File: config.mk
export PLATFORM = sky130hd
export DESIGN_NAME = sync_fifo_flex
export DESIGN_NICKNAME = d
export VERILOG_FILES = /design/src/rtl/fifo_pkg.sv /design/src/rtl/fifo_mem_dp.sv /design/src/rtl/sync_fifo_flex.sv
export SDC_FILE = /design/constraint.sdc
export NUM_CORES = 1
export LEC_CHECK = 0
export CAP_MARGIN = 5
export CORE_UTILIZATION = 32
export CTS_CLUSTER_DIAMETER = 30
export CTS_CLUSTER_SIZE = 16
export DETAILED_ROUTE_END_ITERATION = 8
export HOLD_SLACK_MARGIN = 0.05
export SLEW_MARGIN = 40
export SYNTH_ARGS = -nofsm -noshare
export SYNTH_HDL_FRONTEND = slang
export SYNTH_HIERARCHICAL = 1
export SYNTH_SLANG_ARGS = --single-unit
File: constraint.sdc
create_clock -name clk -period 3.3 [get_ports clk]
set_input_delay 0.825 -clock clk [delete_from_list [all_inputs] [get_ports clk]]
set_output_delay 0.825 -clock clk [all_outputs]
set_load 0.02 [all_outputs]
File: src/rtl/fifo_pkg.sv
// Shared constants and helpers for the single-clock FIFO family.
package fifo_pkg;

  localparam int DEF_DATA_WIDTH = 8;
  localparam int DEF_ADDR_WIDTH = 3;

  // Bit positions inside the bundled status vector
  localparam int FLAG_EMPTY  = 0;
  localparam int FLAG_AEMPTY = 1;
  localparam int FLAG_AFULL  = 2;
  localparam int FLAG_FULL   = 3;
  localparam int FLAG_OVF    = 4;
  localparam int FLAG_UNF    = 5;
  localparam int NUM_FLAGS   = 6;

  // Ceiling log2; clog2_fn(DEPTH+1) gives the width needed to hold 0..DEPTH
  function automatic int clog2_fn(input int value);
    int bits;
    bits = 0;
    for (int v = value - 1; v > 0; v = v >> 1) begin
      bits = bits + 1;
    end
    return bits;
  endfunction

endpackage

File: src/rtl/fifo_mem_dp.sv
// Storage array for sync_fifo_flex: synchronous write port, asynchronous read port.
module fifo_mem_dp #(
  parameter int DATA_WIDTH = 8,
  parameter int ADDR_WIDTH = 3
) (
  input  logic                  clk,
  input  logic                  we,
  input  logic [ADDR_WIDTH-1:0] waddr,
  input  logic [DATA_WIDTH-1:0] wdata,
  input  logic [ADDR_WIDTH-1:0] raddr,
  output logic [DATA_WIDTH-1:0] rdata
);

  localparam int DEPTH = 1 << ADDR_WIDTH;

  logic [DATA_WIDTH-1:0] mem_q [DEPTH];

  always_ff @(posedge clk) begin
    if (we) begin
      mem_q[waddr] <= wdata;
    end
  end

  assign rdata = mem_q[raddr];

endmodule

File: src/rtl/sync_fifo_flex.sv
// Single-clock FIFO with occupancy count, threshold flags, sticky errors and flush.
// Define SYNC_FIFO_FWFT_EN for first-word-fall-through reads; default is 1-cycle registered reads.
module sync_fifo_flex
  import fifo_pkg::*;
#(
  parameter int DATA_WIDTH    = DEF_DATA_WIDTH,
  parameter int ADDR_WIDTH    = DEF_ADDR_WIDTH,
  parameter int AFULL_THRESH  = 6,
  parameter int AEMPTY_THRESH = 2
) (
  input  logic                  clk,
  input  logic                  rst,
  input  logic                  flush,
  input  logic                  wr_en,
  input  logic [DATA_WIDTH-1:0] wr_data,
  output logic                  full,
  output logic                  almost_full,
  input  logic                  rd_en,
  output logic [DATA_WIDTH-1:0] rd_data,
  output logic                  rd_valid,
  output logic                  empty,
  output logic                  almost_empty,
  output logic [ADDR_WIDTH:0]   count,
  output logic                  overflow,
  output logic                  underflow
);

  localparam int DEPTH = 1 << ADDR_WIDTH;
  localparam int CW    = clog2_fn(DEPTH + 1);

  if (AFULL_THRESH < 1 || AFULL_THRESH > DEPTH) begin : g_bad_afull
    $fatal(1, "sync_fifo_flex: AFULL_THRESH out of range 1..DEPTH");
  end
  if (AEMPTY_THRESH < 0 || AEMPTY_THRESH > DEPTH - 1) begin : g_bad_aempty
    $fatal(1, "sync_fifo_flex: AEMPTY_THRESH out of range 0..DEPTH-1");
  end

  localparam logic [CW-1:0] AFULL_C  = CW'(AFULL_THRESH);
  localparam logic [CW-1:0] AEMPTY_C = CW'(AEMPTY_THRESH);
  localparam logic [CW-1:0] DEPTH_C  = CW'(DEPTH);

  logic [ADDR_WIDTH-1:0] wr_ptr_q, wr_ptr_d;
  logic [ADDR_WIDTH-1:0] rd_ptr_q, rd_ptr_d;
  logic [CW-1:0]         count_q, count_d;
  logic                  overflow_q, overflow_d;
  logic                  underflow_q, underflow_d;
  logic                  mem_we;
  logic [DATA_WIDTH-1:0] mem_rdata;
  logic                  rd_acc, wr_acc;
  logic [NUM_FLAGS-1:0]  status;

  fifo_mem_dp #(
    .DATA_WIDTH(DATA_WIDTH),
    .ADDR_WIDTH(ADDR_WIDTH)
  ) u_mem (
    .clk  (clk),
    .we   (mem_we),
    .waddr(wr_ptr_q),
    .wdata(wr_data),
    .raddr(rd_ptr_q),
    .rdata(mem_rdata)
  );

  // All flags come from the registered count, so they settle one cycle after an access
  assign status[FLAG_EMPTY]  = (count_q == '0);
  assign status[FLAG_AEMPTY] = (count_q <= AEMPTY_C);
  assign status[FLAG_AFULL]  = (count_q >= AFULL_C);
  assign status[FLAG_FULL]   = (count_q == DEPTH_C);
  assign status[FLAG_OVF]    = overflow_q;
  assign status[FLAG_UNF]    = underflow_q;

  assign empty        = status[FLAG_EMPTY];
  assign almost_empty = status[FLAG_AEMPTY];
  assign almost_full  = status[FLAG_AFULL];
  assign full         = status[FLAG_FULL];
  assign overflow     = status[FLAG_OVF];
  assign underflow    = status[FLAG_UNF];
  assign count        = count_q;

  // A pop frees a slot in the same cycle, so a full FIFO can still take a write alongside it
  assign rd_acc = rd_en & ~empty;
  assign wr_acc = wr_en & (~full | rd_acc);

  always_comb begin
    wr_ptr_d    = wr_ptr_q;
    rd_ptr_d    = rd_ptr_q;
    count_d     = count_q;
    overflow_d  = overflow_q;
    underflow_d = underflow_q;
    mem_we      = 1'b0;
    if (flush) begin
      wr_ptr_d    = '0;
      rd_ptr_d    = '0;
      count_d     = '0;
      overflow_d  = 1'b0;
      underflow_d = 1'b0;
    end else begin
      if (wr_acc) begin
        mem_we   = 1'b1;
        wr_ptr_d = wr_ptr_q + ADDR_WIDTH'(1);
      end
      if (rd_acc) begin
        rd_ptr_d = rd_ptr_q + ADDR_WIDTH'(1);
      end
      count_d     = count_q + CW'(wr_acc) - CW'(rd_acc);
      overflow_d  = overflow_q | (wr_en & ~wr_acc);
      underflow_d = underflow_q | (rd_en & empty);
    end
  end

  always_ff @(posedge clk) begin
    if (rst) begin
      wr_ptr_q    <= '0;
      rd_ptr_q    <= '0;
      count_q     <= '0;
      overflow_q  <= 1'b0;
      underflow_q <= 1'b0;
    end else begin
      wr_ptr_q    <= wr_ptr_d;
      rd_ptr_q    <= rd_ptr_d;
      count_q     <= count_d;
      overflow_q  <= overflow_d;
      underflow_q <= underflow_d;
    end
  end

`ifdef SYNC_FIFO_FWFT_EN
  assign rd_data  = mem_rdata;
  assign rd_valid = ~empty;
`else
  logic [DATA_WIDTH-1:0] rd_data_q, rd_data_d;
  logic                  rd_valid_q, rd_valid_d;

  always_comb begin
    rd_data_d  = rd_data_q;
    rd_valid_d = 1'b0;
    if (!flush && rd_acc) begin
      rd_data_d  = mem_rdata;
      rd_valid_d = 1'b1;
    end
  end

  always_ff @(posedge clk) begin
    if (rst) begin
      rd_data_q  <= '0;
      rd_valid_q <= 1'b0;
    end else begin
      rd_data_q  <= rd_data_d;
      rd_valid_q <= rd_valid_d;
    end
  end

  assign rd_data  = rd_data_q;
  assign rd_valid = rd_valid_q;
`endif

endmodule

# == Yosys cells after proc, flatten, opt, wreduce, memory -nomap -nowiden ==
# Memories as Yosys holds them, arrays and structs flattened. A register that Yosys moved wholly into a read port is not among the register bits.
# Cells that the tools add are included.
# op_classes
addsub,4
n_mul,0
n_div,0
magnitude_cmp,2
n_eq_ne,1
shift,0
muxes,5
n_bitwise,10
n_reduce_logical,4
# ops
cell,count
adder 3 x 1 -> 3 bit (second input constant),2
2-to-1 mux 1 bit,5
adder 4 x 1 -> 4 bit,1
AND 1 bit,4
equality test 4 bit (second input constant),1
>= comparator 4 x 3 -> 1 bit (second input constant),1
less-or-equal comparator 4 x 2 -> 1 bit (second input constant),1
logical NOT 4 bit,1
subtractor 4 x 1 -> 4 bit,1
NOT 1 bit,3
bitwise OR 1 bit,3
OR reduction 2 bit,1
logical AND 1 bit,1
logical NOT 1 bit,1
# totals
register_bits,13
latchBits,0
mem_bits_rw,64
romBits,0
out_inout_bits,19
n_memories,1
# mem_list
name,depth,word_bits,rd,rd_ports_with_merged_regs,write_ports,line_no,rtl
u_mem.mem_q,8,8,1,1,1,fifo_mem_dp.sv:16,logic [DATA_WIDTH-1:0] mem_q [DEPTH];

# == Longest topological paths before layout ==
# Gate-level depths: netlist (run 1).
# depth
depth_word,9
ltp_mapped,11

# == Modules after synthesis ==
# Netlist (run 1), hierarchy kept.
# modules_own_cells
module,n_inst,cells_each,area_per_inst_um2
fifo_mem_dp,1,106,2531.2
sync_fifo_flex,1,123,1113.6

# == Least setup slack after synthesis (run 1) ==
# No wires, ideal clock.
# synth_path
path_kind,reg2reg
from,"register count_q[2], in the netlist count[2]"
to,"memory u_mem.mem_q[0][0], enable pin"
arrival_time_ns,2.183
required_ns,2.917
path_slack_ns,0.734
stages_incl_launch_ff,8
path_buffers,0
period_less_slack_ns,2.566
path_cell_list,dfxtp_1 > inv_1 > ha_1 > nor3b_2 > a21boi_1 > nor2b_1 > nand2b_1 > nor3_1
# synth_via
elab_cells_between_ends,11
# synth_rtl
element,line_no,rtl
from (decl),sync_fifo_flex.sv:44,"logic [CW-1:0] count_q, count_d;"
from (signal assigned),sync_fifo_flex.sv:121,count_q <= count_d;
equality test 4 bit,sync_fifo_flex.sv:68,assign status[FLAG_FULL] = (count_q == DEPTH_C);
net full,sync_fifo_flex.sv:16,"output logic full,"
NOT 1 bit,sync_fifo_flex.sv:82,assign wr_acc = wr_en & (~full | rd_acc);
bitwise OR 1 bit,sync_fifo_flex.sv:82,
AND 1 bit,sync_fifo_flex.sv:82,
2-to-1 mux 1 bit,sync_fifo_flex.sv:98,if (wr_acc) begin
2-to-1 mux 1 bit,sync_fifo_flex.sv:91,if (flush) begin
net mem_we,sync_fifo_flex.sv:47,logic mem_we;
2-to-1 mux 1 bit,fifo_mem_dp.sv:19,if (we) begin
2-to-1 mux 1 bit (implied by the code),fifo_mem_dp.sv:20,mem_q[waddr] <= wdata;
to (decl),fifo_mem_dp.sv:16,
# The timed path passes the listed nets, and every way through them passes these cells.

# == Worst setup path in the final report (run 1) ==
# layout_path
from,"register count_q[2], in the netlist count[2]"
to,output empty
# layout_via
elab_chain_cells,1
# layout_rtl
element,line_no,rtl
logical NOT 4 bit,sync_fifo_flex.sv:65,assign status[FLAG_EMPTY] = (count_q == '0);
to (decl),sync_fifo_flex.sv:21,"output logic empty,"
# No other way between the ends.

==> qor.yml, run 1 <==
viasPerCell: 4.91
synth-xor-area-share: 0.00240
cts_buffers: 9
synth-edff-count: 64
async_flop_share: 0
fill_cells: 999
leakagePower_nw: 1.49
grt_pass1_wl_um: 10700
ctsResizeCount: 0
grt_antenna_before_repair: 0
ant_nets: 0
fin_crit_sh: 0.944
synthMuxAreaShare: 0.150
grt_util_all_layers: 0.127
yosysUniqueCellTypes: 38
cts_root_buffer: "clkbuf_16"
cts.clk_slew.worst_paths_ns: 0.07
place_congestion: 0.707
route.met2.wl_um: 3360
dr.pass1.iters: 6
cts-htree-levels: 3
rr_endpoint: "count[2]"
synth_top_family_by_area: "multiplexers"
p_sw_frac: 0.232
hold_ws_ns: 0.469
synthFlopType: "edfxtp_1"
power_frac_clock: 0.413
synthSimpleGateAreaFrac: 0.0772
cts_setup_buffers: 0
finalSetupViolCount: 0
drv_slew: 0
die_w_um: 109
floorplan.initialDensity: 0.332
yosys_warnings: 6
met1_length_um: 3250
core_um2: 11000
wl_um: 6880
r2r_slack_ns: 0.71
vias: 2046
tightestPinTransition_ns: 0.520
finalHoldViolations: 0
drive_above_1_share: 0.162
synth_seq_cells: 85
cts.sinks: 85
grt_pass1_vias: 1994
worstHoldStart: "underflow"
first_iter_violations: 69
cp.required_ns: 2.47
seq_power_share: 0.484
wl_per_cell_um: 16.5
die-area_um2: 11800
top_layer: "met4"
port_buffers: 31
whs_path_depth: 2
powerDensity_nw_per_um2: 550
fin_util: 0.405
r2r_cells: 11
antenna_cells: 0
mostFrequentLayoutCell: "edfxtp_1"
pre_cts_ws_ns: 0.338
rsz0062_at_grt: "no"
criticalPathCategory: "reg -> out"
ir_worst_vdd_uv: 308
worst_slack_ns: 0.185
status: "complete, no violations"
hpwl_um: 4620
grt_max_degree: 20
wl_met3_um: 193
skew_ns: 0.00922
ios: 32
synth-adder-area-share: 0.0398
critPathMaxFanout: 17
maxCapViolations: 0
netlist_area_um2: 3640
clkLatencyLatePin_ns: 0.33
p_int_w: 0.00188
syn_avg_cell_area_um2: 15.9
worst_setup_path_end_kind: "output port"
gr-total-overflow: 0
synthCells: 229
ys_seq_area_frac: 0.643
fmax_mhz: 321
fin_crit_ns: 3.11
fin_tns_setup_ns: 0
final_nets: 296
drc: 0
cts_tree: "yes"
fin_cells: 417
slew_headroom: 0.653
ctsHoldBuffers: 0
power_switching_w: 0.000568
synth_compound_area_frac: 0.0539
worst_hold_path.endpoint: "underflow"
synth.net_count: 253
combPwrFrac: 0.103
layout_common_cells: "edfxtp_1 (64), clkdlybuf4s50_1 (31), dfxtp_1 (20)"
hold_class: "reg -> reg"
cp.arrival_ns: 2.29
cp-start-kind: "flip-flop"
dp.cells: 401
r2r_start: "count[2]"
die_y_um: 109
row_count: 38
area_growth_pct: 22.1
cts_buffer_depth: 2
==> kinds of logic after synthesis <==
logic type / Yosys count
AO/OA/AOI/OAI: 32
XOR/XNOR: 1
adder cells (fa/ha/maj): 11
buffers and inverters: 22
flip-flops: 85
multiplexers: 28
AND/OR/NAND/NOR: 50
==> Yosys cell counts (2+ instances only) <==
cell / n / share of area
o31ai_1: 9 / 0.019
o21ai_1: 2 / 0.0027
mux4_1: 15 / 0.11
mux2_2: 8 / 0.025
nand2_1: 13 / 0.013
nor2_1: 11 / 0.011
buf_2: 3 / 0.0041
nand4b_1: 8 / 0.019
or3_1: 5 / 0.0086
buf_1: 2 / 0.0021
clkbuf_1: 5 / 0.0051
o21ai_0: 4 / 0.0055
dfxtp_1: 21 / 0.12
edfxtp_1: 64 / 0.53
ha_1: 10 / 0.034
nor3_1: 2 / 0.0027
nand2b_1: 4 / 0.0069
mux2i_1: 4 / 0.011
a21oi_1: 13 / 0.018
inv_1: 8 / 0.0082
==> flip-flops by register name, summed over array words and instances, names as in the netlist <==
signal	cells
u_mem/mem_q	64
count	4
underflow	1
rd_ptr_q	3
wr_ptr_q	3
rd_data	8
rd_valid	1
overflow	1
==> cell type report <==
cell class | count | area, um2 | share of cell area
clock buffer | 9 | 225 | 0.0506
clock inverter | 7 | 77.6 | 0.0174
inverter | 9 | 36.3 | 0.00815
multi-input combinational | 122 | 1180 | 0.265
sequential | 85 | 2340 | 0.526
tap | 140 | 175 | 0.0393
timing repair buffer | 45 | 415 | 0.0933
==> worst max path at each step <==
| stage | endpoint | slack (ns) | startpoint | cells after the start |
|---|---|---|---|---|
| CTS | empty | 0.15 | count[2] | 5 |
| global route | empty | 0.03 | count[2] | 5 |
| detailed placement | u_mem/mem_q[4][4] | 0.34 | rd_en | 8 |
| finish | empty | 0.19 | count[2] | 5 |
| floorplan | u_mem/mem_q[0][0] | 0.73 | count[2] | 7 |
| global placement | u_mem/mem_q[4][4] | 0.41 | rd_en | 8 |
==> per-layer routing <==
layer | vias up | GRT usage
met3 | 7 | 0.0329
met2 | 35 | 0.203
met5 | - | 0
met4 | 0 | 0.0492
met1 | 1022 | 0.165
li1 | 982 | -
==> per-stage QoR <==
| stage | cell area, um2 | power (W) |
|---|---|---|
| finish | 4450 | 0.00245 |
| global placement | 4150 | 0.00146 |
| global route | 4450 | 0.00255 |
| floorplan | 3640 | 0.00138 |
| CTS | 4450 | 0.00247 |
| detailed placement | 4150 | 0.00146 |
==> power groups by stage <==
| stage | logic, W | registers [W] | clock network (W) |
|---|---|---|---|
| after floorplan | 0.000156 | 0.00122 | 0 |
| after global placement | 0.000252 | 0.00121 | 0 |
| after detailed placement | 0.000253 | 0.00121 | 0 |
| after CTS | 0.000255 | 0.00119 | 0.00103 |
| after global routing | 0.000278 | 0.00119 | 0.00108 |
| final | 0.000252 | 0.00118 | 0.00101 |
==> worst max-delay path, cell delays in order, from the launching register on <==
cell             delay [ns]
dfxtp_1                0.34
inv_1                  0.13
ha_1                   0.21
or3b_4                 0.47
inv_4                  0.18
clkdlybuf4s50_1        0.63
(Power assumes the default switching activity.)
==> run 2, diff against run 1 <==
Settings changed: MAX_ROUTING_LAYER set to met4.
==> qor.yml, run 2 (same netlist as run 1, synthesis figures left out) <==
grt_util_all_layers: 0.131  # +0.00378
drc: 0  # unchanged
hold_class: "reg -> reg"
r2r_start: "count[2]"
finalHoldViolations: 0  # unchanged
worst_slack_ns: 0.173  # -0.0125 ns
critPathMaxFanout: 17  # unchanged
ant_nets: 0  # unchanged
place_congestion: 0.715  # +1.1%
cts_tree: "yes"
tightestPinTransition_ns: 0.512  # -0.00794 ns
ios: 32  # unchanged
path_delay_family: "buffers and inverters"
gr-total-overflow: 0  # unchanged
drive_above_1_share: 0.162  # unchanged
finalPower_w: 0.00245  # +0.15%
cts-htree-levels: 3  # unchanged
powerDensity_nw_per_um2: 550  # +0.15%
grt_max_degree: 20  # unchanged
ctsResizeCount: 0  # unchanged
worst_hold_path.endpoint: "overflow"
largest_reg_flops: 64  # unchanged
crit_path_max_incr_delay_ns: 0.63  # about the same
pre_cts_ws_ns: 0.338  # unchanged
fin_crit_sh: 0.948  # +0.00380
die_y_um: 109  # unchanged
core_um2: 11000  # unchanged
grt_pass1_vias: 1997  # +0.15%
rsz0062_at_grt: "no"
cts_buffers: 9  # unchanged
r2r_slack_ns: 0.70  # about the same
wl_um: 6900  # +0.33%
dr.pass1.iters: 6  # unchanged
whs_path_depth: 2  # unchanged
cts.sinks: 85  # unchanged
viasPerCell: 4.90  # about the same
fmax_mhz: 320  # -0.40%
status: "complete, no violations"
cts_setup_buffers: 0  # unchanged
floorplan.initialDensity: 0.332  # unchanged
worst_setup_path_end_kind: "output port"
fin_tns_setup_ns: 0  # unchanged
clkLatencyLatePin_ns: 0.34  # about the same
worstHoldStart: "overflow"
layout_common_cells: "edfxtp_1 (64), clkdlybuf4s50_1 (31), dfxtp_1 (20)"
regMostFlops: "u_mem/mem_q"
place_area_um2: 4150  # unchanged
wl_per_cell_um: 16.5  # +0.33%
antenna_cells: 0  # unchanged
die_w_um: 109  # unchanged
ctsHoldBuffers: 0  # unchanged
hpwl_um: 4620  # unchanged
design_area_um2: 4450  # unchanged
leakagePower_nw: 1.49  # unchanged
rr_endpoint: "count[2]"
vias: 2044  # -0.098%
first_iter_violations: 50  # -28%
cp.required_ns: 2.47  # about the same
ir_worst_vdd_uv: 308  # about the same
cp_slowest_cell: "clkdlybuf4s50_1"
path_cells: "inv_1 -> ha_1 -> or3b_4 -> inv_4 -> clkdlybuf4s50_1"
cts_buffer_depth: 2  # unchanged
grt_pass1_wl_um: 10700  # about the same
die-area_um2: 11800  # unchanged
final_nets: 296  # unchanged
hold_ws_ns: 0.468  # -0.000557 ns
area_growth_pct: 22.1  # unchanged
cts.clk_slew.worst_paths_ns: 0.07  # about the same
row_count: 38  # unchanged
mostFrequentLayoutCell: "edfxtp_1"
worst-path-buf-inv: 3  # unchanged
skew_ns: 0.00924  # +0.0000222 ns
grt_antenna_before_repair: 0  # unchanged
r2r_cells: 11  # unchanged
criticalPathCategory: "reg -> out"
cp.arrival_ns: 2.30  # about the same
maxCapViolations: 0  # unchanged
cts_root_buffer: "clkbuf_16"
slew_headroom: 0.658  # +0.00530
finalSetupViolCount: 0  # unchanged
port_buffers: 31  # unchanged
fin_crit_ns: 3.13  # +0.0125 ns
drv_slew: 0  # unchanged
cp-start-kind: "flip-flop"
==> run 2: cell counts in the layout (fill, tap and decap cells not counted) <==
Identical to the previous run, type by type.
==> run 2: final cells by class <==
type	count	area [um2]
multi-input cells	122	1180
inverters	9	36.3
clock inverters	7	77.6
flip-flops and latches	85	2340
well taps	140	175
repair buffers	45	415
clock buffers	9	225
fillers	999	6530
==> run 2: per-stage QoR <==
stage,std cells,util
floorplan,229,-
global placement,401,0.378
detailed placement,401,0.378
CTS,417,0.405
global route,417,0.405
finish,417,0.405
==> run 2: power by group <==
group	total (W)	internal (W)	switching (W)
combinational	0.000252	0.000113	0.000138
sequential	0.00118	0.00117	0.0000148
clock	0.00101	0.000595	0.000419
total	0.00245	0.00188	0.000572
==> run 2: worst reg2reg max path, delay by kind of cell (launching register included) <==
kind | cells | cell delay (ns)
fa+ha+maj | 3 | 0.77
simple gates | 2 | 0.52
buf+inv | 3 | 0.38
flops | 1 | 0.34
compound gates | 2 | 0.32
xor+xnor | 1 | 0.16
==> run 2: how the worst max path moves through the flow <==
stage | from | endpoint | slack (ns) | cells after the start
after global placement | rd_en | u_mem/mem_q[4][4] | 0.41 | 8
after floorplan | count[2] | u_mem/mem_q[0][0] | 0.73 | 7
final | count[2] | empty | 0.17 | 5
after global routing | count[2] | empty | 0.03 | 5
after detailed placement | rd_en | u_mem/mem_q[4][4] | 0.34 | 8
after CTS | count[2] | empty | 0.15 | 5
==> run 2: layer usage <==
metal / up-vias / share of wire / GRT usage
met3: 8 / 0.031 / 0.0347
met5: - / 0 / -
met1: 1018 / 0.47 / 0.165
li1: 979 / - / -
met4: 0 / 0.013 / 0.0463
met2: 39 / 0.48 / 0.203
==> run 3, diff against run 2 <==
Settings changed: ABC_CLOCK_PERIOD_IN_PS set to 3300.
==> results of run 3 <==
No change in the layout: final DEF, timing and power equal those of run 2.
